[src/rtl/user_input_pkg.sv]
`default_nettype none
// ============================================================================
// user_input_pkg : shared types and constants for the push-button/DIP debouncer
// Rev 1.0
// ============================================================================
package user_input_pkg;

   localparam int SYNC_STAGES = 2;

   typedef enum logic [1:0] {
      RELEASED  = 2'd0,
      PRESSED   = 2'd1,
      LONG_HELD = 2'd2
   } chan_state_t;

   // Clock cycles per millisecond tick, rounded to the nearest integer.
   function automatic int calc_tick_div(input real freq_hz);
      return int'(freq_hz / 1000.0);
   endfunction

endpackage
`default_nettype wire

[src/rtl/debounce_channel.sv]
`default_nettype none
// ============================================================================
// debounce_channel : synchronizer, debounce qualifier and press/release FSM for
// one input; long-press event compiled in with USER_INPUT_LONG_PRESS_EN. Rev 1.0
// ============================================================================
module debounce_channel
   import user_input_pkg::*;
#(
   parameter int DEBOUNCE_MS   = 20,
`ifdef USER_INPUT_LONG_PRESS_EN
   parameter int LONG_PRESS_MS = 1000,
`endif
   parameter bit ACTIVE_LOW    = 1'b1
) (
   input  logic clk,
   input  logic rst_n,
   input  logic ms_tick,
   input  logic pin,
   output logic level,
   output logic press_pulse,
   output logic release_pulse,
   output logic long_pulse
);

   localparam int                     CNT_W       = $clog2(DEBOUNCE_MS + 1);
   localparam logic [CNT_W-1:0]       CNT_LAST    = CNT_W'(DEBOUNCE_MS - 1);
   localparam logic [1:0]             ST_RELEASED = 2'(RELEASED);
   localparam logic [1:0]             ST_PRESSED  = 2'(PRESSED);
   localparam logic [SYNC_STAGES-1:0] SYNC_IDLE   = {SYNC_STAGES{ACTIVE_LOW}};

   logic [SYNC_STAGES-1:0] sync_ff;
   logic [CNT_W-1:0]       cnt;
   logic [1:0]             state;
   logic                   sample;
   logic                   accept;

   // Normalized so that 1 always means pressed, whatever the pin polarity.
   assign sample = sync_ff[SYNC_STAGES-1] ^ ACTIVE_LOW;
   assign level  = (state != ST_RELEASED);

   always_comb begin
      accept = (sample != level) && ms_tick && (cnt == CNT_LAST);
   end

`ifdef USER_INPUT_LONG_PRESS_EN
   localparam int                LONG_W       = $clog2(LONG_PRESS_MS + 1);
   localparam logic [LONG_W-1:0] LONG_LAST    = LONG_W'(LONG_PRESS_MS - 1);
   localparam logic [1:0]        ST_LONG_HELD = 2'(LONG_HELD);

   logic [LONG_W-1:0] long_cnt;
   logic              long_due;

   // A release accepted on the same tick wins, so long never meets release.
   always_comb begin
      long_due = (state == ST_PRESSED) && ms_tick && !accept && (long_cnt == LONG_LAST);
   end

   always_ff @(posedge clk) begin
      if (!rst_n) begin
         long_cnt   <= '0;
         long_pulse <= 1'b0;
      end else begin
         long_pulse <= long_due;
         if (state != ST_PRESSED) begin
            long_cnt <= '0;
         end else if (ms_tick && !accept && (long_cnt != LONG_LAST)) begin
            long_cnt <= long_cnt + 1'b1;
         end
      end
   end
`else
   assign long_pulse = 1'b0;
`endif

   always_ff @(posedge clk) begin
      if (!rst_n) begin
         sync_ff       <= SYNC_IDLE;
         cnt           <= '0;
         state         <= ST_RELEASED;
         press_pulse   <= 1'b0;
         release_pulse <= 1'b0;
      end else begin
         sync_ff       <= {sync_ff[SYNC_STAGES-2:0], pin};
         press_pulse   <= accept & sample;
         release_pulse <= accept & ~sample;

         if ((sample == level) || accept) begin
            cnt <= '0;
         end else if (ms_tick) begin
            cnt <= cnt + 1'b1;
         end

         case (state)
            ST_RELEASED: begin
               if (accept && sample) state <= ST_PRESSED;
            end
            ST_PRESSED: begin
               if (accept && !sample) state <= ST_RELEASED;
`ifdef USER_INPUT_LONG_PRESS_EN
               else if (long_due) state <= ST_LONG_HELD;
`endif
            end
`ifdef USER_INPUT_LONG_PRESS_EN
            ST_LONG_HELD: begin
               if (accept && !sample) state <= ST_RELEASED;
            end
`endif
            default: state <= ST_RELEASED;
         endcase
      end
   end

endmodule
`default_nettype wire

[src/rtl/user_input_debounce.sv]
`default_nettype none
// ============================================================================
// user_input_debounce : ms prescaler plus one debounce_channel per board input.
// Optional long-press events with USER_INPUT_LONG_PRESS_EN. Rev 1.0
// ============================================================================
module user_input_debounce
   import user_input_pkg::*;
#(
   parameter int  NUM_INPUTS    = 4,
   parameter real CLK_FREQUENCY = 12.0e6,
   parameter int  DEBOUNCE_MS   = 20,
   parameter int  LONG_PRESS_MS = 1000,
   parameter bit  ACTIVE_LOW    = 1'b1
) (
   input  logic                  clk_12mhz,
   input  logic                  rst_n,
   input  logic [NUM_INPUTS-1:0] btn_pin,
   output logic [NUM_INPUTS-1:0] btn_level,
   output logic [NUM_INPUTS-1:0] btn_press,
   output logic [NUM_INPUTS-1:0] btn_release,
   output logic [NUM_INPUTS-1:0] btn_long,
   output logic                  ms_tick
);

   localparam int               TICK_DIV = calc_tick_div(CLK_FREQUENCY);
   localparam int               PRE_W    = $clog2(TICK_DIV);
   localparam logic [PRE_W-1:0] PRE_LAST = PRE_W'(TICK_DIV - 1);

   if ((NUM_INPUTS < 1) || (NUM_INPUTS > 16) || (TICK_DIV < 2) ||
       (DEBOUNCE_MS < 1) || (LONG_PRESS_MS < 1)) begin : g_param_check
      $error("user_input_debounce: parameter out of range");
   end

   logic [PRE_W-1:0] prescale;

   always_ff @(posedge clk_12mhz) begin
      if (!rst_n) begin
         prescale <= '0;
      end else if (prescale == PRE_LAST) begin
         prescale <= '0;
      end else begin
         prescale <= prescale + 1'b1;
      end
   end

   assign ms_tick = (prescale == PRE_LAST);

   for (genvar ch = 0; ch < NUM_INPUTS; ch++) begin : g_chan
      debounce_channel #(
         .DEBOUNCE_MS   (DEBOUNCE_MS),
`ifdef USER_INPUT_LONG_PRESS_EN
         .LONG_PRESS_MS (LONG_PRESS_MS),
`endif
         .ACTIVE_LOW    (ACTIVE_LOW)
      ) u_chan (
         .clk           (clk_12mhz),
         .rst_n         (rst_n),
         .ms_tick       (ms_tick),
         .pin           (btn_pin[ch]),
         .level         (btn_level[ch]),
         .press_pulse   (btn_press[ch]),
         .release_pulse (btn_release[ch]),
         .long_pulse    (btn_long[ch])
      );
   end

endmodule
`default_nettype wire
[config.mk]
export PLATFORM = sky130hd
export DESIGN_NAME = user_input_debounce
export DESIGN_NICKNAME = d
export VERILOG_FILES = /design/src/rtl/user_input_pkg.sv /design/src/rtl/debounce_channel.sv /design/src/rtl/user_input_debounce.sv
export SDC_FILE = /design/constraint.sdc
export NUM_CORES = 1
export LEC_CHECK = 0
export CAP_MARGIN = 20
export CORE_ASPECT_RATIO = 1.1
export CORE_MARGIN = 2
export CORE_UTILIZATION = 60
export DETAILED_ROUTE_END_ITERATION = 10
export PLACE_DENSITY_LB_ADDON = 0.15
export SETUP_SLACK_MARGIN = 0.5
export SYNTH_ARGS = -nofsm -noshare
export SYNTH_HDL_FRONTEND = slang
export SYNTH_SLANG_ARGS = --single-unit
[constraint.sdc]
create_clock -name clk_12mhz -period 2.95 [get_ports clk_12mhz]
set_input_delay 0.59 -clock clk_12mhz [delete_from_list [all_inputs] [get_ports clk_12mhz]]
set_output_delay 0.59 -clock clk_12mhz [all_outputs]
set_load 0.01 [all_outputs]
## Word-level counts from Yosys, hierarchy flattened

Index checks and enable logic that the tools add are counted.

- Register bits: 58
- Bits in latches: 0
- Bits in writable memories: 0
- ROM bits: 0
- Input bits: 6
- Output and inout bits: 17
- Memories kept: 0

- Add/subtract/negate cells: 5
- Multiply operators: 0
- Div/mod/pow operators: 0
- $lt $le $gt $ge: 0
- Eq/ne operators: 25
- Shift operators: 0
- Muxes and demuxes: 12
- Bitwise gates (word level): 13
- Reduce and logical (&&, ||, !) cells: 37

Operators with widths:

| kind | number |
|---|---|
| $add A5 B1 Y5 const B | 4 |
| $eq A5 B5 Y1 const B | 4 |
| $logic_and A1 B1 Y1 | 16 |
| $mux W2 | 8 |
| $ne A2 B1 Y1 const B | 8 |
| $pmux W2 S2 | 4 |
| $add A14 B1 Y14 const B | 1 |
| $eq A14 B14 Y1 const B | 1 |
| $reduce_or A2 Y1 | 5 |
| $and A1 B1 Y1 | 8 |
| $eq A2 B1 Y1 const B | 4 |
| $logic_not A2 Y1 | 4 |
| $reduce_and A2 Y1 | 4 |
| $reduce_bool A2 Y1 | 4 |
| $not A1 Y1 | 5 |
| $eq A1 B1 Y1 | 4 |
| $logic_or A1 B1 Y1 | 4 |
| $ne A1 B1 Y1 | 4 |

## Longest topological paths before layout

Gate-level depths: netlist (run 1).

- Depth after elaboration: 7
- Gate-level depth with buffers: 8
- Gate-level depth less buffers: 6

## Modules after synthesis

A second synthesis (run 1) with hierarchy kept.

- Cells, all modules: 230
- Area, all modules: 2299.7 um2

Modules (own cells, without submodules):

| module | times used | cells each | area each (um2) |
|---|---|---|---|
| debounce_channel | 4 | 41 | 419.2 |
| user_input_debounce | 1 | 66 | 623.1 |

## Worst setup path before layout (run 1)

OpenSTA, ideal clock, no wires.

- Path type: register -> output
- From: register prescale[0]
- To: output ms_tick
- Arrival: 1586 ps
- Required time: 2360 ps
- Setup slack: 774 ps
- Cell stages (with the launch flop): 7
- Path through: dfxtp_1 ha_1 nand4_2 or4b_4 buf_6 inv_2 buf_6

- Longest elaborated chain between the ends: 1

Ends and longest elaborated chain:

| what | RTL line | RTL |
|---|---|---|
| from (decl) | user_input_debounce.sv:34 | `logic [PRE_W-1:0] prescale;` |
| from (signal assigned) | user_input_debounce.sv:42 | `prescale <= prescale + 1'b1;` |
| $eq A14 B14 Y1 | user_input_debounce.sv:46 | `assign ms_tick = (prescale == PRE_LAST);` |
| to (decl) | user_input_debounce.sv:22 | `output logic ms_tick` |

Every way passes these cells.

## Final worst setup path (run 1)

Same ends and word-level chain as after synthesis.

==> results.ini, run 1 <==
[floorplan]
die_w_um = 64.2
core_area_um2 = 3900
die_h_um = 70.3
rows = 24
start_util_pct = 61.3
dieArea_um2 = 4510
ios = 23

[critical_path]
arrival_ns = 1.71
critical_path_class = flip-flop to output pin
cpMaxStageDelayCell = or4b_4
path_max_fanout = 5
path_cells = ha_4, nand4_2, or4b_4, inv_2, clkbuf_2
critical_path_required_ns = 2.36
start_kind = flip-flop
slowest_delay_ns = 0.55
cp-end-kind = output pin

[placement]
dp_cells = 323
placed_area_um2 = 2490
dp_slack_ns = 0.451
port_buffers = 18
gp_congestion = 0.792
dp_hpwl_mm = 2.84

[sta]
setup_tns_ns = 0
period_needed_ns = 2.30
worstMarginPinSlew_ns = 0.812
slew_headroom_pct = 45.1
finalHoldViolCount = 0
fin_worst_skew_ns = 0.00745
setup_viol = 0
fmax_mhz = 435
rsz0062_at_grt = false
worst_slack_ns = 0.650
min_period_over_period_pct = 78.0
finalMaxSlewViolations = 0

[routing]
drt-total-wl_mm = 4.16
drtIter0Drc = 97
vias = 1814
wl_per_cell_um = 12.6
vias_per_cell = 5.50
route.detailed.drc = 0
ant_nets = 0
firstDrtPassIters = 4

[finish]
stdcell_area_um2 = 2580
stdcell_count = 330
fillers = 344
areaGrowthSynthToFinish_pct = 7.94
diodes = 0
layout-drive-gt1-share_pct = 7.55
ff_latch_area_um2 = 1090
utilization_pct = 66.2
multi_input_area_um2 = 1120
nets = 289

[clocking]
numCtsBuffers = 5
path_clk_slew_ns = 0.09
clock_sinks = 54
cts_root_buf = clkbuf_8
clock_path_buffers = 2
clock_latency_ns = 0.30
cts_tree = built
htreeDepth = 2

[power]
p_per_area_nw_per_um2 = 450
peakVddDrop_mv = 0.267
cellLeakagePower_nw = 0.839

[min_path]
hold_class = flip-flop to flip-flop

[outcome]
status = completed

[yosys]
synth_flop_cell = dfxtp_1
yosysSeqAreaShare_pct = 45.1
ys_types = 35
synthesis.area_um2 = 2390
yosysMostFrequentCell = dfxtp_1
synth_top_cell_by_area = dfxtp_1
synth_top_area_share_pct = 45.1
synthArstFlopShare_pct = 0
synth.top_cells.by_area = dfxtp_1 (45%), xnor2_1 (5.1%), buf_4 (5.0%)
synth.avg_cell_area_um2 = 8.80
synth_edf_count = 0
synth_warnings = 0
netlist_instances = 272
synth-seq-cells = 54
synth_commonest_cells = dfxtp_1 (54), nand2_1 (25), nor2_1 (24), a21oi_1 (20)

[job]
maxCapViolations = 0

[global_route]
overflow = 0
antenna_found_initial = 0
track_usage_pct = 20.8
grt_max_degree = 31
first_global_vias = 1755
grt_pass1_wl_mm = 7.50

sequential cells by signal (all words and copies together) (netlist names):
signal / flops
g_chan.u_chan.cnt: 20
g_chan.u_chan.press_pulse: 4
g_chan.u_chan.release_pulse: 4
g_chan.u_chan.state: 4
g_chan.u_chan.sync_ff: 8
prescale: 14
repair_timing:
action / 4_1_cts / 5_1_grt
resized for setup: 6 / 2
hold buffers: 0 / 0
setup endpoints to repair: 1 / 1
setup buffers: 0 / 0
area by class of cell:
cell class	instances	share of cell area, %
clock inverters	2	0.387
clock buffers	5	2.66
repair buffers	21	7.65
multi-input cells	187	43.5
flip-flops and latches	54	42.0
inverters	9	1.31
well taps	52	2.52
worst max-delay path: cells and delay by family (launching register included):
kind | cells | cell delay, ns
buffers and inverters | 2 | 0.19
and+or+nand+nor | 2 | 0.67
adders and majority gates | 1 | 0.15
DFF | 1 | 0.39
cells by family after synthesis:
logic type / after synthesis / share of synthesized area (%)
AO/OA/AOI/OAI: 42 / 9.40
XOR/XNOR: 18 / 6.58
adder cells (fa/ha/maj): 5 / 2.61
buffers and inverters: 34 / 8.93
flip-flops: 54 / 45.1
other: 1 / 0.157
AND/OR/NAND/NOR: 118 / 27.2
per-layer routing:
layer  vias up  global-route usage (%)  share of wire, %
met5         -                       0                 0
met4         0                    8.98               1.5
met1       856                    25.5                45
li1        928                       -                 -
met3         7                    3.38               3.0
met2        23                    35.6                51
placed cells by master (no fill, tap or decap), types with 4 or more instances in the layout:
cell             instances
or3_1                   14
nand2b_1                 8
or4_1                    8
nor3_1                   5
o21ai_0                 16
nand2_1                 25
conb_1                   4
nor2_1                  24
inv_1                    8
clkdlybuf4s50_1         17
a21oi_1                 20
nand3_1                  7
nand4_1                  7
dfxtp_1                 52
clkbuf_8                 5
nor2b_1                  4
xnor2_1                 14
ha_1                     4
xor2_1                   4
power by group:
part	leakage [nW]	switching, mW	internal, mW
clock	0.0438	0.226	0.160
combinational	0.357	0.0173	0.0158
sequential	0.438	0.00835	0.737
stage by stage:
step                      power [mW]  hold WS (ns)
after floorplan                0.783         0.386
after global routing            1.21         0.437
after detailed placement       0.793         0.397
after CTS                       1.17         0.419
after global placement         0.792         0.389
final                           1.16         0.414
worst paths after layout:
| check | start | to | slack (ns) | depth (start not counted) |
|---|---|---|---|---|
| max | prescale[0]$_SDFF_PP0_ | ms_tick | 0.65 | 5 |
| min | g_chan[2].u_chan.sync_ff[0]$_SDFF_PN1_ | g_chan[2].u_chan.sync_ff[1]$_SDFF_PN1_ | 0.41 | 1 |
| max reg2reg | prescale[0]$_SDFF_PP0_ | g_chan[2].u_chan.cnt[2]$_SDFFE_PP0P_ | 0.79 | 6 |
| min reg2reg | g_chan[2].u_chan.sync_ff[0]$_SDFF_PN1_ | g_chan[2].u_chan.sync_ff[1]$_SDFF_PN1_ | 0.41 | 1 |
(Power assumes the default switching activity.)
==> run 2: changes to the inputs <==
--- a/config.mk
+++ b/config.mk
@@ -8,7 +8,7 @@
 export CAP_MARGIN = 20
 export CORE_ASPECT_RATIO = 1.1
 export CORE_MARGIN = 2
-export CORE_UTILIZATION = 60
+export CORE_UTILIZATION = 51
 export DETAILED_ROUTE_END_ITERATION = 10
 export PLACE_DENSITY_LB_ADDON = 0.15
 export SETUP_SLACK_MARGIN = 0.5
==> constraint.sdc (replaced) <==
create_clock -name clk_12mhz -period 1.9 [get_ports clk_12mhz]
set_input_delay 0.38 -clock clk_12mhz [delete_from_list [all_inputs] [get_ports clk_12mhz]]
set_output_delay 0.38 -clock clk_12mhz [all_outputs]
set_load 0.01 [all_outputs]
==> results.ini, run 2 (same netlist as run 1, synthesis figures left out) <==
[sta]
finalHoldViolCount = 0  ; unchanged
worst_slack_ns = -0.0837  ; -0.734 ns
min_period_over_period_pct = 104
fmax_mhz = 504
finalMaxSlewViolations = 0  ; unchanged
setup_viol = 3  ; +3
period_needed_ns = 1.98
fin_worst_skew_ns = 0.0129  ; +0.00545 ns
rsz0062_at_grt = true

[min_path]
worstHoldStart = g_chan[1].u_chan.sync_ff[0]$_SDFF_PN1_
min_to = g_chan[1].u_chan.sync_ff[1]$_SDFF_PN1_
holdPathStages = 1  ; unchanged
hold_class = flip-flop to flip-flop

[clocking]
clock_sinks = 54  ; unchanged
clock_latency_ns = 0.31  ; about the same
cts_root_buf = clkbuf_8
clock_path_buffers = 2  ; unchanged
path_clk_slew_ns = 0.09  ; about the same
cts_hold_buf = 0  ; unchanged
htreeDepth = 2  ; unchanged
cts_tree = built
numCtsBuffers = 5  ; unchanged

[critical_path]
start_kind = flip-flop
worst_r2r_path_depth = 6  ; unchanged
crit_family = simple AND/OR/NAND/NOR gates
r2r-end = g_chan[0].u_chan.cnt[2]$_SDFFE_PP0P_
cpMaxStageDelayCell = or4b_4
r2r-start = prescale[1]$_SDFF_PP0_
arrival_ns = 1.60  ; -0.11 ns
cp-end-kind = output pin
path_max_fanout = 2  ; -3
slowest_delay_ns = 0.54  ; about the same
critical_path_required_ns = 1.52  ; -0.84 ns
critical_path_class = flip-flop to output pin
r2r_slack_ns = -0.07  ; -0.86 ns
path_cells = ha_4, nand4_4, or4b_4, inv_4, buf_6
critPathBufInv = 2  ; unchanged

[finish]
nets = 321  ; +11%
fillers = 390  ; +13%
areaGrowthSynthToFinish_pct = 25.9
diodes = 0  ; unchanged
reg_top3 = g_chan.u_chan.cnt (20), prescale (14), g_chan.u_chan.sync_ff (8)
stdcell_area_um2 = 3020  ; +17%
largest_reg_flops = 20  ; unchanged
largest-register = g_chan.u_chan.cnt
final_common_cell = dfxtp_1
ff_latch_area_um2 = 1100  ; +1.0%
final_cell_mix = dfxtp_1 (45), buf_4 (27), nor2_1 (24), nand2_1 (23), a21oi_1 (18)
multi_input_area_um2 = 1200  ; +6.7%
layout-drive-gt1-share_pct = 22.8  ; +15 points

[routing]
ant_nets = 0  ; unchanged
firstDrtPassIters = 4  ; unchanged
route.detailed.drc = 0  ; unchanged
wl_per_cell_um = 12.7  ; +1.0%
drt-total-wl_mm = 4.67  ; +12%
vias = 1929  ; +6.3%
vias_per_cell = 5.26  ; -4.4%
drtIter0Drc = 67  ; -31%

[floorplan]
dieArea_um2 = 5260  ; +17%
start_util_pct = 52.2  ; -9.1 points
core_area_um2 = 4590  ; +18%
die_h_um = 75.9  ; +8.0%
die_w_um = 69.3  ; +7.9%
rows = 26  ; +8.3%
ios = 23  ; unchanged

[job]
maxCapViolations = 0  ; unchanged

[placement]
placed_area_um2 = 2690  ; +7.9%
dp_hpwl_mm = 3.18  ; +12%
gp_congestion = 0.796  ; +0.44%
port_buffers = 18  ; unchanged

[global_route]
first_global_vias = 1721  ; -1.9%
antenna_found_initial = 0  ; unchanged
grt_max_degree = 31  ; unchanged
overflow = 0  ; unchanged
track_usage_pct = 18.9  ; -1.9 points
grt_pass1_wl_mm = 7.83  ; +4.4%

[power]
peakVddDrop_mv = 0.422  ; +58%
cellLeakagePower_nw = 1.11  ; +33%
power.total_mw = 2.15  ; +85%
p_per_area_nw_per_um2 = 713  ; +58%

[outcome]
status = finished with violations
violations = negative setup slack

==> run 2: final cells by class <==
cell class                      instances  share of cell area [%]
Tap cell                               56                    2.32
Sequential cell                        54                    36.4
Clock buffer                            6                    2.74
Inverter                                9                    1.20
Multi-Input combinational cell        187                    39.8
Timing Repair Buffer                   53                    15.6
Clock inverter                          2                    1.99
==> run 2: how the worst max path moves through the flow <==
| stage | depth (start not counted) | slack [ns] | end | from |
|---|---|---|---|---|
| 5_1_grt | 6 | -0.15 | g_chan[0].u_chan.cnt[2]$_SDFFE_PP0P_ | prescale[1]$_SDFF_PP0_ |
| 6_report | 5 | -0.08 | ms_tick | prescale[1]$_SDFF_PP0_ |
| 2_1_floorplan | 6 | 0.11 | ms_tick | prescale[0]$_SDFF_PP0_ |
| 4_1_cts | 6 | -0.11 | g_chan[0].u_chan.cnt[2]$_SDFFE_PP0P_ | prescale[0]$_SDFF_PP0_ |
| 3_3_place_gp | 5 | -0.14 | ms_tick | prescale[1]$_SDFF_PP0_ |
| 3_5_place_dp | 5 | -0.15 | ms_tick | prescale[1]$_SDFF_PP0_ |
==> run 2: per-layer routing <==
metal | up-vias | track usage (%) | share of wire (%)
met5 | - | 0 | 0
met4 | 0 | 7.19 | 1.9
met3 | 10 | 4.10 | 2.3
met2 | 17 | 33.9 | 51
met1 | 900 | 22.6 | 45
li1 | 1002 | - | -
==> run 2: stage by stage <==
step / TNS (ns) / util [%] / hold slack [ns] / setup WS [ns] / cells
after floorplan: 0 / - / 0.386 / 0.108 / 275
after global placement: -0.277 / 58.6 / 0.389 / -0.137 / 348
after detailed placement: -0.403 / 58.6 / 0.394 / -0.154 / 348
after CTS: -0.338 / 63.9 / 0.416 / -0.110 / 365
after global routing: -0.652 / 65.7 / 0.436 / -0.150 / 367
final: -0.210 / 65.7 / 0.414 / -0.0837 / 367
==> run 2: power by group <==
| part | total (mW) | switching [mW] | leakage (nW) | internal, mW |
|---|---|---|---|---|
| clock | 0.927 | 0.366 | 0.0714 | 0.561 |
| combinational | 0.0719 | 0.0351 | 0.601 | 0.0368 |
| sequential | 1.15 | 0.00974 | 0.442 | 1.14 |
| total | 2.15 | 0.411 | 1.11 | 1.74 |
==> run 2: what timing repair did <==
| item | in CTS | in global routing |
|---|---|---|
| endpoints found under the setup margin | 58 | 49 |
| buffers inserted | 9 | 2 |
| pin swaps | 5 | 7 |
| resized for setup | 33 | 17 |
==> run 2: worst reg2reg max path: cells and delay by family (launching register included) <==
| family | cells | cell delay [ns] |
|---|---|---|
| fa+ha+maj | 1 | 0.15 |
| compound gates | 1 | 0.13 |
| buf+inv | 1 | 0.19 |
| flops | 1 | 0.36 |
| simple gates | 3 | 1.09 |
